File: config.mk
export PLATFORM = sky130hd
export DESIGN_NAME = hard_mem_1rw_rv_adapter
export DESIGN_NICKNAME = d
export VERILOG_FILES = /design/src/rtl/hard_mem_1rw_rv_adapter_pkg.sv /design/src/rtl/hard_mem_resp_fifo_2.sv /design/src/rtl/hard_mem_1rw_rv_adapter.sv
export SDC_FILE = /design/constraint.sdc
export NUM_CORES = 1
export LEC_CHECK = 0
export ABC_AREA = 1
export CORE_MARGIN = 1
export CORE_UTILIZATION = 45
export CTS_BUF_LIST = sky130_fd_sc_hd__clkbuf_8 sky130_fd_sc_hd__clkbuf_16
export DETAILED_ROUTE_END_ITERATION = 8
export PLACE_DENSITY = 0.95
export SETUP_SLACK_MARGIN = 0.4
export SKIP_LAST_GASP = 1
export SYNTH_ARGS = -nofsm -noshare
export SYNTH_HDL_FRONTEND = slang
export SYNTH_HIERARCHICAL = 1
export SYNTH_SLANG_ARGS = --single-unit
File: constraint.sdc
create_clock -name clk_i -period 8 [get_ports clk_i]
set_input_delay 1.2 -clock clk_i [delete_from_list [all_inputs] [get_ports clk_i]]
set_output_delay 1.2 -clock clk_i [all_outputs]
set_load 0.1 [all_outputs]
File: src/rtl/hard_mem_1rw_rv_adapter_pkg.sv
// Shared types and helpers for the single-port 1rw SRAM ready/valid adapters.
`ifndef HARD_MEM_WIDTH
`define HARD_MEM_WIDTH 64
`endif
`ifndef HARD_MEM_ELS
`define HARD_MEM_ELS 512
`endif

package hard_mem_1rw_rv_adapter_pkg;

  localparam int unsigned hm_width_lp      = `HARD_MEM_WIDTH;
  localparam int unsigned hm_els_lp        = `HARD_MEM_ELS;
  localparam int unsigned hm_addr_width_lp = $clog2(hm_els_lp);
  localparam int unsigned hm_mask_width_lp = hm_width_lp >> 3;

  // Upstream request payload shared by every 1rw adapter
  typedef struct packed {
    logic                        w;
    logic [hm_addr_width_lp-1:0] addr;
    logic [hm_width_lp-1:0]      data;
    logic [hm_mask_width_lp-1:0] write_mask;
  } hard_mem_req_s;

  // A new read may be accepted only if its response is guaranteed a FIFO slot
  function automatic logic resp_credit_ok(input logic [1:0] count, input logic pending);
    return (count == 2'd0) || ((count == 2'd1) && !pending);
  endfunction

endpackage

File: src/rtl/hard_mem_resp_fifo_2.sv
// Two-entry response FIFO holding read data the downstream has not yet taken.
module hard_mem_resp_fifo_2 #(
  parameter int unsigned width_p = 64
) (
  input  logic               clk_i,
  input  logic               reset_i,
  input  logic               enq_v,
  input  logic [width_p-1:0] enq_data,
  input  logic               deq_yumi,
  output logic               head_v,
  output logic [width_p-1:0] head_data,
  output logic [1:0]         count
);

  logic [width_p-1:0] mem_r [2];
  logic               wr_ptr_r;
  logic               rd_ptr_r;
  logic [1:0]         count_r;

  // Pointers and occupancy; enqueue and dequeue may happen together
  always_ff @(posedge clk_i or posedge reset_i) begin
    if (reset_i) begin
      wr_ptr_r <= 1'b0;
      rd_ptr_r <= 1'b0;
      count_r  <= 2'd0;
    end else begin
      if (enq_v)    wr_ptr_r <= ~wr_ptr_r;
      if (deq_yumi) rd_ptr_r <= ~rd_ptr_r;
      count_r <= count_r + 2'(enq_v) - 2'(deq_yumi);
    end
  end

  // Data storage needs no reset; occupancy qualifies it
  always_ff @(posedge clk_i) begin
    if (enq_v) mem_r[wr_ptr_r] <= enq_data;
  end

  assign head_v    = (count_r != 2'd0);
  assign head_data = mem_r[rd_ptr_r];
  assign count     = count_r;

  // Catch any enqueue into a full FIFO or dequeue from an empty one
  always_ff @(posedge clk_i) begin
    if (!reset_i) begin
      assert (!(enq_v && (count_r == 2'd2))) else $error("resp fifo overflow");
      assert (!(deq_yumi && (count_r == 2'd0))) else $error("resp fifo underflow");
    end
  end

endmodule

File: src/rtl/hard_mem_1rw_rv_adapter.sv
// Ready/valid front-end for a 1rw byte-masked SRAM with in-order read responses.
module hard_mem_1rw_rv_adapter
  import hard_mem_1rw_rv_adapter_pkg::*;
#(
  parameter  int unsigned width_p             = 64,
  parameter  int unsigned els_p               = 512,
  localparam int unsigned addr_width_lp       = $clog2(els_p),
  localparam int unsigned write_mask_width_lp = width_p >> 3
) (
  input  logic                           clk_i,
  input  logic                           reset_i,
  input  logic                           v_i,
  output logic                           ready_o,
  input  logic                           w_i,
  input  logic [addr_width_lp-1:0]       addr_i,
  input  logic [width_p-1:0]             data_i,
  input  logic [write_mask_width_lp-1:0] write_mask_i,
  output logic                           v_o,
  output logic [width_p-1:0]             data_o,
  input  logic                           yumi_i,
  output logic                           mem_v_o,
  output logic                           mem_w_o,
  output logic [addr_width_lp-1:0]       mem_addr_o,
  output logic [width_p-1:0]             mem_data_o,
  output logic [write_mask_width_lp-1:0] mem_write_mask_o,
  input  logic [width_p-1:0]             mem_data_i
);

  logic               pending_r;
  logic               accept_rd;
  logic               enq_v;
  logic               deq_yumi;
  logic               head_v;
  logic [width_p-1:0] head_data;
  logic [1:0]         count;

  // Credit gate: registers only, forced low while reset is held
  assign ready_o   = !reset_i && resp_credit_ok(count, pending_r);
  assign accept_rd = v_i && ready_o && !w_i;

  // Requests pass straight to the memory pins in the accept cycle
  assign mem_v_o          = v_i && ready_o;
  assign mem_w_o          = w_i;
  assign mem_addr_o       = addr_i;
  assign mem_data_o       = data_i;
  assign mem_write_mask_o = write_mask_i;

  // Read issued last cycle: memory data is on mem_data_i this cycle
  always_ff @(posedge clk_i or posedge reset_i) begin
    if (reset_i) pending_r <= 1'b0;
    else         pending_r <= accept_rd;
  end

  // Response mux: queued head has priority, otherwise bypass fresh memory data
  always_comb begin
    v_o      = pending_r || head_v;
    data_o   = head_v ? head_data : mem_data_i;
    deq_yumi = yumi_i && head_v;
    enq_v    = pending_r && !(yumi_i && !head_v);
  end

  hard_mem_resp_fifo_2 #(.width_p(width_p)) resp_fifo (
    .clk_i     (clk_i),
    .reset_i   (reset_i),
    .enq_v     (enq_v),
    .enq_data  (mem_data_i),
    .deq_yumi  (deq_yumi),
    .head_v    (head_v),
    .head_data (head_data),
    .count     (count)
  );

  // Downstream must not consume when nothing is offered
  always_ff @(posedge clk_i) begin
    if (!reset_i) begin
      assert (!(yumi_i && !v_o)) else $error("yumi_i asserted while v_o=0");
    end
  end

endmodule

==> impl_metrics.toml, run 1 <==
[final_layout]
n_fill_cell = 1132
multiInputGateArea_um2 = 1400
layout-drive-gt1-share_pct = 5.52
areaGrowthSynthToFinish_pct = 20.0
nets = 863
seqCellArea_um2 = 3970
antennaDiodeCount = 0

[cts]
path_clk_slew_ps = 60
htree_levels = 4
clock_latency_ps = 410
cts-root-buf = "clkbuf_16"
cts_tree = "done"
cts_buffer_depth = 2
ctsResizeCount = 0
postCtsSetupRepairBufs = 0
cts_buffers = 17
postCtsHoldBufs = 0
cts.sinks = 133

[logic_synthesis]
ys_warn_count = 6
synth_area_um2 = 6520
ys_seq_area_share_pct = 60.8
syn_nets = 814
ys_types = 16
synth-seq-cells = 133
synth_cells = 662
synth_area_per_cell_um2 = 9.85

[floorplanning]
rows = 43
dieArea_um2 = 15000
core_um2 = 14000
start_util_pct = 46.6
die_h_um = 122
ioPinCount = 299
dieWidth_um = 122

[placed_design]
place_ws_ps = 3680
routabilityCongestion = 0.704
dp_hpwl_mm = 9.66
io_buffers = 136

[timing]
slew_headroom_pct = 22.8
setup_violations = 0
finClkSkew_ps = 8.08
setup_ws_ps = 3420
hold_viol_final = 0
fmax_mhz = 218
worst_pin_slew_ps = 1160
rsz0062_at_grt = "no"
finalSetupTns_ps = 0
drv_slew = 0
post-route-min-period_ps = 4580
min_period_over_period_pct = 57.3

[setup_path]
critical_path_buf_inv_count = 2
endpoint_kind = "output pin"
worst_ep_required_time_ps = 6800
critPathTopFamily = "buffers and inverters"
start_kind = "register"
slowest_stage = "clkdlybuf4s50_1"
worstSetupPathType = "reg2out"
cp_max_fo = 69
arrival_ps = 3380
slowest_delay_ps = 1170
crit_top_cell = "nand2_1"
crit_chain = "buf_4 -> nand2_1 -> o21ai_0 -> nand2_1 -> nand2_1 -> clkdlybuf4s50_1"

[routing]
vias = 4260
drc_errors = 0
first_iter_violations = 212
finalWirelength_mm = 13.9
wl_per_cell_um = 15.3
dr.pass1.iters = 4
ant_nets = 0
post_drt_via_cell_ratio = 4.71

[global_routing]
grtUsageTotal_pct = 19.1
antenna_found_initial = 0
grt_pass1_vias = 4116
grt-ovfl-total = 0
grt_pass1_wl_mm = 21.0
grt_max_degree = 70

[worst_hold_path]
worstHoldPathType = "reg2reg"

[run]
drv_cap = 0

[status]
status = "finished clean"
[metrics by stage]
stage,std cells,area (um2),hold WS [ps],utilization [%]
after floorplan,662,6520,463,-
after global placement,872,7280,530,52.1
after CTS,904,7830,550,56.0
final,904,7830,554,56.0
after global routing,904,7830,570,56.0
after detailed placement,872,7280,539,52.1
[cells in the final DEF (no fill, tap or decap)]
cell and count:
clkinv_4 1, ha_1 2, nor2_4 1, dfrtp_1 4, xor2_1 2, inv_8 1
nand2_2 1, nand3_1 2, clkdlybuf4s50_1 136, nand2_1 266, inv_6 6, clkinv_1 1
clkbuf_16 17, o21ai_0 48, buf_4 4, o21ai_1 16, a21oi_1 1, nor2_1 2
inv_2 2, inv_1 76, dfrtp_4 1, clkinvlp_4 6, edfxtp_1 128
[final cells by class]
class                           count  share of cell area, %
Timing Repair Buffer              140                   17.8
Clock inverter                     15                   1.55
Sequential cell                   133                   50.7
Multi-Input combinational cell    341                   17.9
Clock buffer                       17                   5.43
Tap cell                          180                   2.88
Inverter                           78                   3.74
[cell families (layout without fill, tap and decap cells)]
logic type	Yosys count	in the layout	synth area share, %
flip-flops	133	133	60.8
XOR/XNOR	2	2	0.269
adder cells (fa/ha/maj)	2	2	0.384
AND/OR/NAND/NOR	272	272	15.7
AO/OA/AOI/OAI	65	65	4.99
buffers and inverters	188	250	17.8
[state kept, by name, summed over array words and instances (netlist names)]
name,count
resp_fifo/wr_ptr_r,1
resp_fifo/count,2
pending_r,1
resp_fifo/mem_r,128
resp_fifo/rd_ptr_r,1
[synth_stat cells, drive strengths merged]
master | number | area share (%)
edfxtp | 128 | 59
buf | 109 | 13
a21oi | 1 | 0.077
ha | 2 | 0.38
nand2 | 267 | 15
clkbuf | 1 | 0.057
o21ai | 64 | 4.9
nor2 | 3 | 0.17
xor2 | 2 | 0.27
nand3 | 2 | 0.15
dfrtp | 5 | 1.9
inv | 78 | 4.5
[layer usage]
metal | share of wire, % | vias to the layer above | global-route usage, %
li1 | - | 2121 | -
met1 | 35 | 1917 | 18.0
met2 | 53 | 194 | 34.4
met3 | 10 | 28 | 9.94
met4 | 2.1 | 0 | 8.00
met5 | 0 | - | 0
[worst paths after layout]
path / slack [ps] / start / endpoint / cells past startpoint
max: 3420 / resp_fifo/rd_ptr_r / data_o[27] / 6
min: 550 / resp_fifo/wr_ptr_r / resp_fifo/wr_ptr_r / 1
max reg2reg: 4770 / resp_fifo/count[1] / resp_fifo/mem_r[0][24] / 7
min reg2reg: 550 / resp_fifo/wr_ptr_r / resp_fifo/wr_ptr_r / 1
max in group asynchronous: 6760 / reset_i / resp_fifo/rd_ptr_r / 2
min in group asynchronous: 990 / reset_i / pending_r / 2
Power of run 1 is not shown: default switching activity piles up to over one toggle a cycle in this logic, so the estimate is an artifact.
==> inputs of run 2 (changes only) <==
--- a/config.mk
+++ b/config.mk
@@ -7,10 +7,10 @@
 export LEC_CHECK = 0
 export ABC_AREA = 1
 export CORE_MARGIN = 1
-export CORE_UTILIZATION = 45
+export CORE_UTILIZATION = 42
 export CTS_BUF_LIST = sky130_fd_sc_hd__clkbuf_8 sky130_fd_sc_hd__clkbuf_16
 export DETAILED_ROUTE_END_ITERATION = 8
-export PLACE_DENSITY = 0.95
+export PLACE_DENSITY = 0.9
 export SETUP_SLACK_MARGIN = 0.4
 export SKIP_LAST_GASP = 1
 export SYNTH_ARGS = -nofsm -noshare
==> constraint.sdc (replaced) <==
create_clock -name clk_i -period 4.7 [get_ports clk_i]
set_input_delay 0.705 -clock clk_i [delete_from_list [all_inputs] [get_ports clk_i]]
set_output_delay 0.705 -clock clk_i [all_outputs]
set_load 0.1 [all_outputs]
==> impl_metrics.toml, run 2 (same netlist as run 1, synthesis figures left out) <==
[status]
status = "finished clean"

[floorplanning]
start_util_pct = 42.9
dieWidth_um = 127
ioPinCount = 299
die_h_um = 127
rows = 45
dieArea_um2 = 16000
core_um2 = 15200

[final_layout]
fin_area_um2 = 7740
multiInputGateArea_um2 = 1400
final_common_cell = "nand2_1"
layout_common_cells = "nand2_1 (266), edfxtp_1 (128), inv_1 (77), clkdlybuf4s50_1 (72), buf_4 (67)"
nets = 863
n_fill_cell = 1323
largest_reg_flops = 128
top_register = "resp_fifo/mem_r"
areaGrowthSynthToFinish_pct = 18.6
seqCellArea_um2 = 3970
stdcell_count = 912
antennaDiodeCount = 0
layout-drive-gt1-share_pct = 14.1

[cts]
cts-root-buf = "clkbuf_16"
ctsResizeCount = 0
path_clk_slew_ps = 60
postCtsHoldBufs = 0
htree_levels = 4
cts_buffers = 17
cts_tree = "done"
cts_buffer_depth = 2
postCtsSetupRepairBufs = 0
cts.sinks = 133
clock_latency_ps = 400

[setup_path]
crit_top_cell = "clkdlybuf4s50_1"
slowest_delay_ps = 1130
start_kind = "input pin"
slowest_stage = "clkdlybuf4s50_1"
worst_ep_required_time_ps = 3990
arrival_ps = 2600
worstSetupPathType = "in2out"
crit_chain = "clkdlybuf4s50_1 -> nor2_1 -> nand3_1 -> inv_1 -> clkdlybuf4s50_1"
cp_max_fo = 3
endpoint_kind = "output pin"

[placed_design]
placed_cells_incl_taps = 880
dp_hpwl_mm = 9.75
routabilityCongestion = 0.764
io_buffers = 136
post_dp_cell_area_um2 = 7150

[timing]
finClkSkew_ps = 8.94
finalSetupTns_ps = 0
fmax_mhz = 302
hold_viol_final = 0
slew_headroom_pct = 23.1
worst_pin_slew_ps = 1150
setup_violations = 0
hold_slack_ps = 488
rsz0062_at_grt = "no"
drv_slew = 0
post-route-min-period_ps = 3310
min_period_over_period_pct = 70.4

[routing]
finalWirelength_mm = 14.2
vias = 4319
dr.pass1.iters = 5
ant_nets = 0
post_drt_via_cell_ratio = 4.74
wl_per_cell_um = 15.6
drc_errors = 0
first_iter_violations = 238

[global_routing]
antenna_found_initial = 0
grtUsageTotal_pct = 18.1
grt_pass1_wl_mm = 21.7
grt_pass1_vias = 4215
grt-ovfl-total = 0
grt_max_degree = 130

[worst_hold_path]
worstHoldPathType = "in2async"

[run]
drv_cap = 0
==> run 2: worst paths after layout <==
| path | startpoint | to | slack (ps) | cells after the start |
|---|---|---|---|---|
| setup / recovery | reset_i | mem_v_o | 1390 | 5 |
| hold / removal | reset_i | pending_r | 490 | 2 |
| setup reg to reg | resp_fifo/count[1] | resp_fifo/mem_r[1][27] | 1950 | 7 |
| hold reg to reg | resp_fifo/wr_ptr_r | resp_fifo/wr_ptr_r | 560 | 1 |
| max in group asynchronous | reset_i | resp_fifo/rd_ptr_r | 3960 | 2 |
| min in group clk_i | resp_fifo/wr_ptr_r | resp_fifo/wr_ptr_r | 560 | 1 |
==> run 2: final cells by class <==
cell class / instances / share of cell area (%)
sequential: 133 / 51.4
inverter: 78 / 3.78
clock buffer: 17 / 5.50
clock inverter: 15 / 2.13
multi-input combinational: 341 / 18.1
tap: 188 / 3.04
timing repair buffer: 140 / 16.1
==> run 2: critical path: cells and delay by family <==
kind	cells	cell delay [ps]
buffers and inverters	3	1650
and+or+nand+nor	2	250
==> run 2: routing by layer <==
layer  part of all wire [%]  wire [um]  up-vias  GRT usage, %
li1                       -          -     2114             -
met1                     37       5200     1981          18.4
met2                     52       7350      189          32.2
met3                    8.8       1250       35          7.25
met4                    3.1        437        0          8.86
met5                      0          0        -             0
==> run 2: metrics by stage <==
step	setup WS (ps)	utilization (%)
floorplan	492	-
global placement	1440	47.0
detailed placement	1380	47.0
CTS	1380	50.9
global route	1300	50.9
finish	1390	50.9
Power of run 2 is left out for the same reason.
==> inputs of run 3 (changes only) <==
--- a/config.mk
+++ b/config.mk
@@ -7,10 +7,10 @@
 export LEC_CHECK = 0
 export ABC_AREA = 1
 export CORE_MARGIN = 1
-export CORE_UTILIZATION = 42
+export CORE_UTILIZATION = 38
 export CTS_BUF_LIST = sky130_fd_sc_hd__clkbuf_8 sky130_fd_sc_hd__clkbuf_16
 export DETAILED_ROUTE_END_ITERATION = 8
-export PLACE_DENSITY = 0.9
+export PLACE_DENSITY = 0.86
 export SETUP_SLACK_MARGIN = 0.4
 export SKIP_LAST_GASP = 1
 export SYNTH_ARGS = -nofsm -noshare
==> constraint.sdc (replaced) <==
create_clock -name clk_i -period 2.7 [get_ports clk_i]
set_input_delay 0.405 -clock clk_i [delete_from_list [all_inputs] [get_ports clk_i]]
set_output_delay 0.405 -clock clk_i [all_outputs]
set_load 0.1 [all_outputs]
==> impl_metrics.toml, run 3 (same netlist as run 1, synthesis figures left out) <==
[setup_path]
slowest_stage = "dfrtp_4"
cp_max_fo = 30
rrSetupSlack_ps = 780
r2r-end = "resp_fifo/mem_r[1][31]"
arrival_ps = 1810
start_kind = "register"
reg2reg_from = "resp_fifo/count[1]"
worstSetupPathType = "reg2out"
worst_ep_required_time_ps = 2300
crit_top_cell = "nand2_1"
critPathTopFamily = "flip-flops"
crit_chain = "buf_4 -> buf_16 -> o21ai_0 -> nand2_1 -> nand2_1 -> buf_12"
slowest_delay_ps = 510
reg2regPathDepth = 7
endpoint_kind = "output pin"
critical_path_buf_inv_count = 3

[final_layout]
largest_reg_flops = 128
post-route-util_pct = 52.5
areaGrowthSynthToFinish_pct = 34.3
nets = 872
layout_common_cells = "nand2_1 (265), edfxtp_1 (128), inv_1 (78), clkdlybuf4s50_1 (68), buf_12 (68)"
final_common_cell = "nand2_1"
top_register = "resp_fifo/mem_r"
antennaDiodeCount = 0
layout-drive-gt1-share_pct = 16.1

[timing]
worst_pin_slew_ps = 486
setup_violations = 0
min_period_over_period_pct = 81.9
drv_slew = 0
rsz0062_at_grt = "yes"
fmax_mhz = 452
finalSetupTns_ps = 0
slew_headroom_pct = 67.6
finClkSkew_ps = 6.66
post-route-min-period_ps = 2210
hold_viol_final = 0

[cts]
htree_levels = 4
cts.sinks = 133
postCtsHoldBufs = 0
clock_latency_ps = 410
cts_buffers = 17
cts_buffer_depth = 2
cts-root-buf = "clkbuf_16"
cts_tree = "done"
path_clk_slew_ps = 60

[routing]
drc_errors = 0
wl_per_cell_um = 16.5
finalWirelength_mm = 15.7
vias = 4460
dr.pass1.iters = 5
first_iter_violations = 246
post_drt_via_cell_ratio = 4.68
ant_nets = 0

[global_routing]
grt-ovfl-total = 0
grt_max_degree = 71
grtUsageTotal_pct = 17.8
grt_pass1_vias = 4296
grt_pass1_wl_mm = 23.5
antenna_found_initial = 0

[floorplanning]
die_h_um = 133
rows = 47
core_um2 = 16700
start_util_pct = 39.1
ioPinCount = 299
dieWidth_um = 133
dieArea_um2 = 17700

[run]
drv_cap = 0

[worst_hold_path]
worstHoldPathType = "in2async"

[status]
status = "finished clean"

[placed_design]
io_buffers = 136
dp_hpwl_mm = 10.1
routabilityCongestion = 0.746
## run 3: cell count changes in the layout (fill, tap and decap cells not counted), sizes merged
cell and delta:
inv +2, clkbuf +1, clkinv -4, clkdlybuf4s50 -4, buf +12, clkinvlp +2
## run 3: what timing repair did
item / CTS / global route
buffers inserted: 4 / 0
endpoints found under the setup margin: 64 / 37
resized for setup: 5 / 13
pin swaps: 0 / 0
gates cloned: 0 / 1
## run 3: area by class of cell
class / count / area, um2
Fill cell: 1431 / 7940
Sequential cell: 133 / 3970
Timing Repair Buffer: 149 / 2210
Multi-Input combinational cell: 341 / 1420
Clock buffer: 17 / 425
Inverter: 78 / 299
Tap cell: 220 / 275
Clock inverter: 15 / 168
## run 3: worst max path at each step
| stage | startpoint | end | slack, ps | depth (start not counted) |
|---|---|---|---|---|
| after CTS | resp_fifo/count[1] | data_o[25] | 400 | 7 |
| after detailed placement | resp_fifo/rd_ptr_r | data_o[47] | 530 | 6 |
| after global placement | resp_fifo/rd_ptr_r | data_o[0] | 560 | 6 |
| after global routing | resp_fifo/count[1] | data_o[32] | 390 | 7 |
| final | resp_fifo/rd_ptr_r | data_o[8] | 490 | 6 |
| after floorplan | resp_fifo/count[1] | resp_fifo/mem_r[0][0] | 400 | 7 |
## run 3: through the flow
step / hold slack, ps / setup slack [ps] / instance area [um2] / cells
after floorplan: 134 / 401 / 6550 / 662
after global placement: 534 / 558 / 8050 / 916
after detailed placement: 546 / 527 / 8050 / 916
after CTS: 191 / 398 / 8720 / 952
after global routing: 205 / 392 / 8760 / 953
final: 203 / 488 / 8760 / 953
## run 3: per-layer routing
layer | share of wire, % | vias up | track usage [%] | routed length (um)
met3 | 8.2 | 59 | 6.93 | 1290
met5 | 0 | - | 0.278 | 0
met1 | 37 | 2046 | 19.4 | 5780
met2 | 51 | 212 | 29.8 | 8010
met4 | 3.8 | 0 | 9.07 | 599
li1 | - | 2143 | - | -
Power of run 3 is left out for the same reason.
==> variant (settings of run 1) <==
Set the parameter `els_p` to 1024 (it was 512).
--- a/src/rtl/hard_mem_1rw_rv_adapter.sv
+++ b/src/rtl/hard_mem_1rw_rv_adapter.sv
@@ -3,7 +3,7 @@
   import hard_mem_1rw_rv_adapter_pkg::*;
 #(
   parameter  int unsigned width_p             = 64,
-  parameter  int unsigned els_p               = 512,
+  parameter  int unsigned els_p               = 1024,
   localparam int unsigned addr_width_lp       = $clog2(els_p),
   localparam int unsigned write_mask_width_lp = width_p >> 3
 ) (
Ports: changed (resized addr_i and mem_addr_o); port bits go from 299 to 301. No check against the original RTL was run, so the function may have changed too.
==> variant against run 1 <==
Routed wire length increased by 6.1%. Area after synthesis increased by 0.12%. Highest routed layer unchanged. Sequential cell count unchanged. Setup slack got worse by 0.27 ns. Worst hold slack got worse by 0.0044 ns. Cell area increased by 0.34%.
Power is left out: the tool's default activity adds up to more than one toggle a clock period on the data nets, which glitch-free logic cannot reach.
==> variant: results (changes against run 1) <==
[synth]
synthTopCellsByArea = edfxtp_1, nand2_1, buf_4  ; unchanged
synth_edf_count = 128  ; unchanged
syn_nets = 816  ; was 814
synth_common_cells = nand2_1, edfxtp_1, buf_4, inv_1, o21ai_0  ; unchanged
synth_cell_type_count = 16  ; unchanged
async_reset_ff_share_pct = 3.759  ; unchanged
seq_area_frac_synth_pct = 60.77  ; was 60.84%

[global_route]
antenna_found_initial = 0  ; unchanged
grt_pass1_wl_um = 21880  ; was 20960 um
grt_use_met3_pct = 9.758  ; was 9.944%
grt_pass1_vias = 4165  ; was 4116
grt.met1_usage_pct = 20.14  ; was 17.96%
grt_max_degree = 72  ; was 70
grtUsageTotal_pct = 19.82  ; was 19.10%
met2_usage_pct = 33.36  ; was 34.38%

[cells_and_area]
regMostFlops = resp_fifo/mem_r  ; unchanged
sh_seq_area_pct = 50.57  ; was 50.74%
num-multi-input-gates = 341  ; unchanged
signal_buffers = 140  ; unchanged
fillers = 1142  ; was 1132
fin_nets = 864  ; was 863
bufAreaShareNonClock_pct = 17.71  ; was 17.77%
drive_above_1_share_pct = 5.663  ; was 5.525%
final-clk-cell-share_pct = 7.294  ; was 6.983%
largest_register_ffs = 128  ; unchanged

[critical_path]
cp_max_fo = 66  ; was 69
reg2reg_depth = 8  ; was 7
cp_slowest_cell = clkdlybuf4s50_1  ; unchanged
cpPeakStageDelay_ns = 1.15  ; was 1.17 ns
r2r-end = resp_fifo/mem_r[0][27]  ; was resp_fifo/mem_r[0][24]
path_delay_family = buffers and inverters  ; unchanged
regToRegSetupSlack_ns = 3.94  ; was 4.77 ns
crit_path_start_kind = flip-flop  ; unchanged
crit_path_end = data_o[11]  ; was data_o[27]
r2r_start = resp_fifo/count[1]  ; unchanged

[clock_tree]
htreeDepth = 4  ; unchanged
cts_resized = 0  ; unchanged
cts_buffers = 17  ; unchanged
clock-sinks = 133  ; unchanged
cts_setup_buffers = 0  ; unchanged
clock_latency_ns = 0.41  ; about the same
clk_root_buffer_cell = clkbuf_16  ; unchanged
clk_pin_slew_ns = 0.05

[sta]
timing.hold.ws_ns = 0.5501  ; was 0.5545 ns
worst_pin_slew_ns = 1.146  ; was 1.156 ns
fin_skew_ns = 0.005670  ; was 0.008081 ns

[drt]
top_layer_used = met4  ; unchanged
first_iter_violations = 266  ; was 212
dr.pass1.iters = 4  ; unchanged
num_vias = 4369  ; was 4260
post_drt_wl_per_cell_um = 16.27  ; was 15.34 um
met1_length_um = 5301  ; was 4838 um
wl_met3_um = 1565  ; was 1429 um
wl_met2_um = 7380  ; was 7302 um

[place]
place_congestion = 0.7597  ; was 0.7043
post-dp-hpwl_um = 10090  ; was 9656 um

[worst_hold_path]
hold_end = resp_fifo/wr_ptr_r  ; unchanged
holdCritStartpoint = resp_fifo/wr_ptr_r  ; unchanged

[status]
outcome = finished clean  ; unchanged

-- variant: cell families (layout without fill, tap and decap cells) --
group | Yosys count | count (layout) | share of synthesized area [%]
and+or+nand+nor | 272 | 272 | 15.67
buffers and inverters | 189 | 250 | 17.93
DFF | 133 | 133 | 60.77
AOI/OAI and AO/OA | 65 | 65 | 4.981
adders and majority gates | 2 | 2 | 0.3831
xor gates and xnor gates | 2 | 2 | 0.2682
-- variant: per-stage QoR --
| stage | util [%] | std cells | cell area, sq um | setup WS [ns] |
|---|---|---|---|---|
| final | 55.95 | 904 | 7856 | 3.149 |
| after global routing | 55.95 | 904 | 7856 | 2.886 |
| after CTS | 55.95 | 904 | 7856 | 3.102 |
| after detailed placement | 51.87 | 872 | 7283 | 3.574 |
| after global placement | 51.87 | 872 | 7283 | 3.577 |
| after floorplan | - | 663 | 6531 | 3.297 |
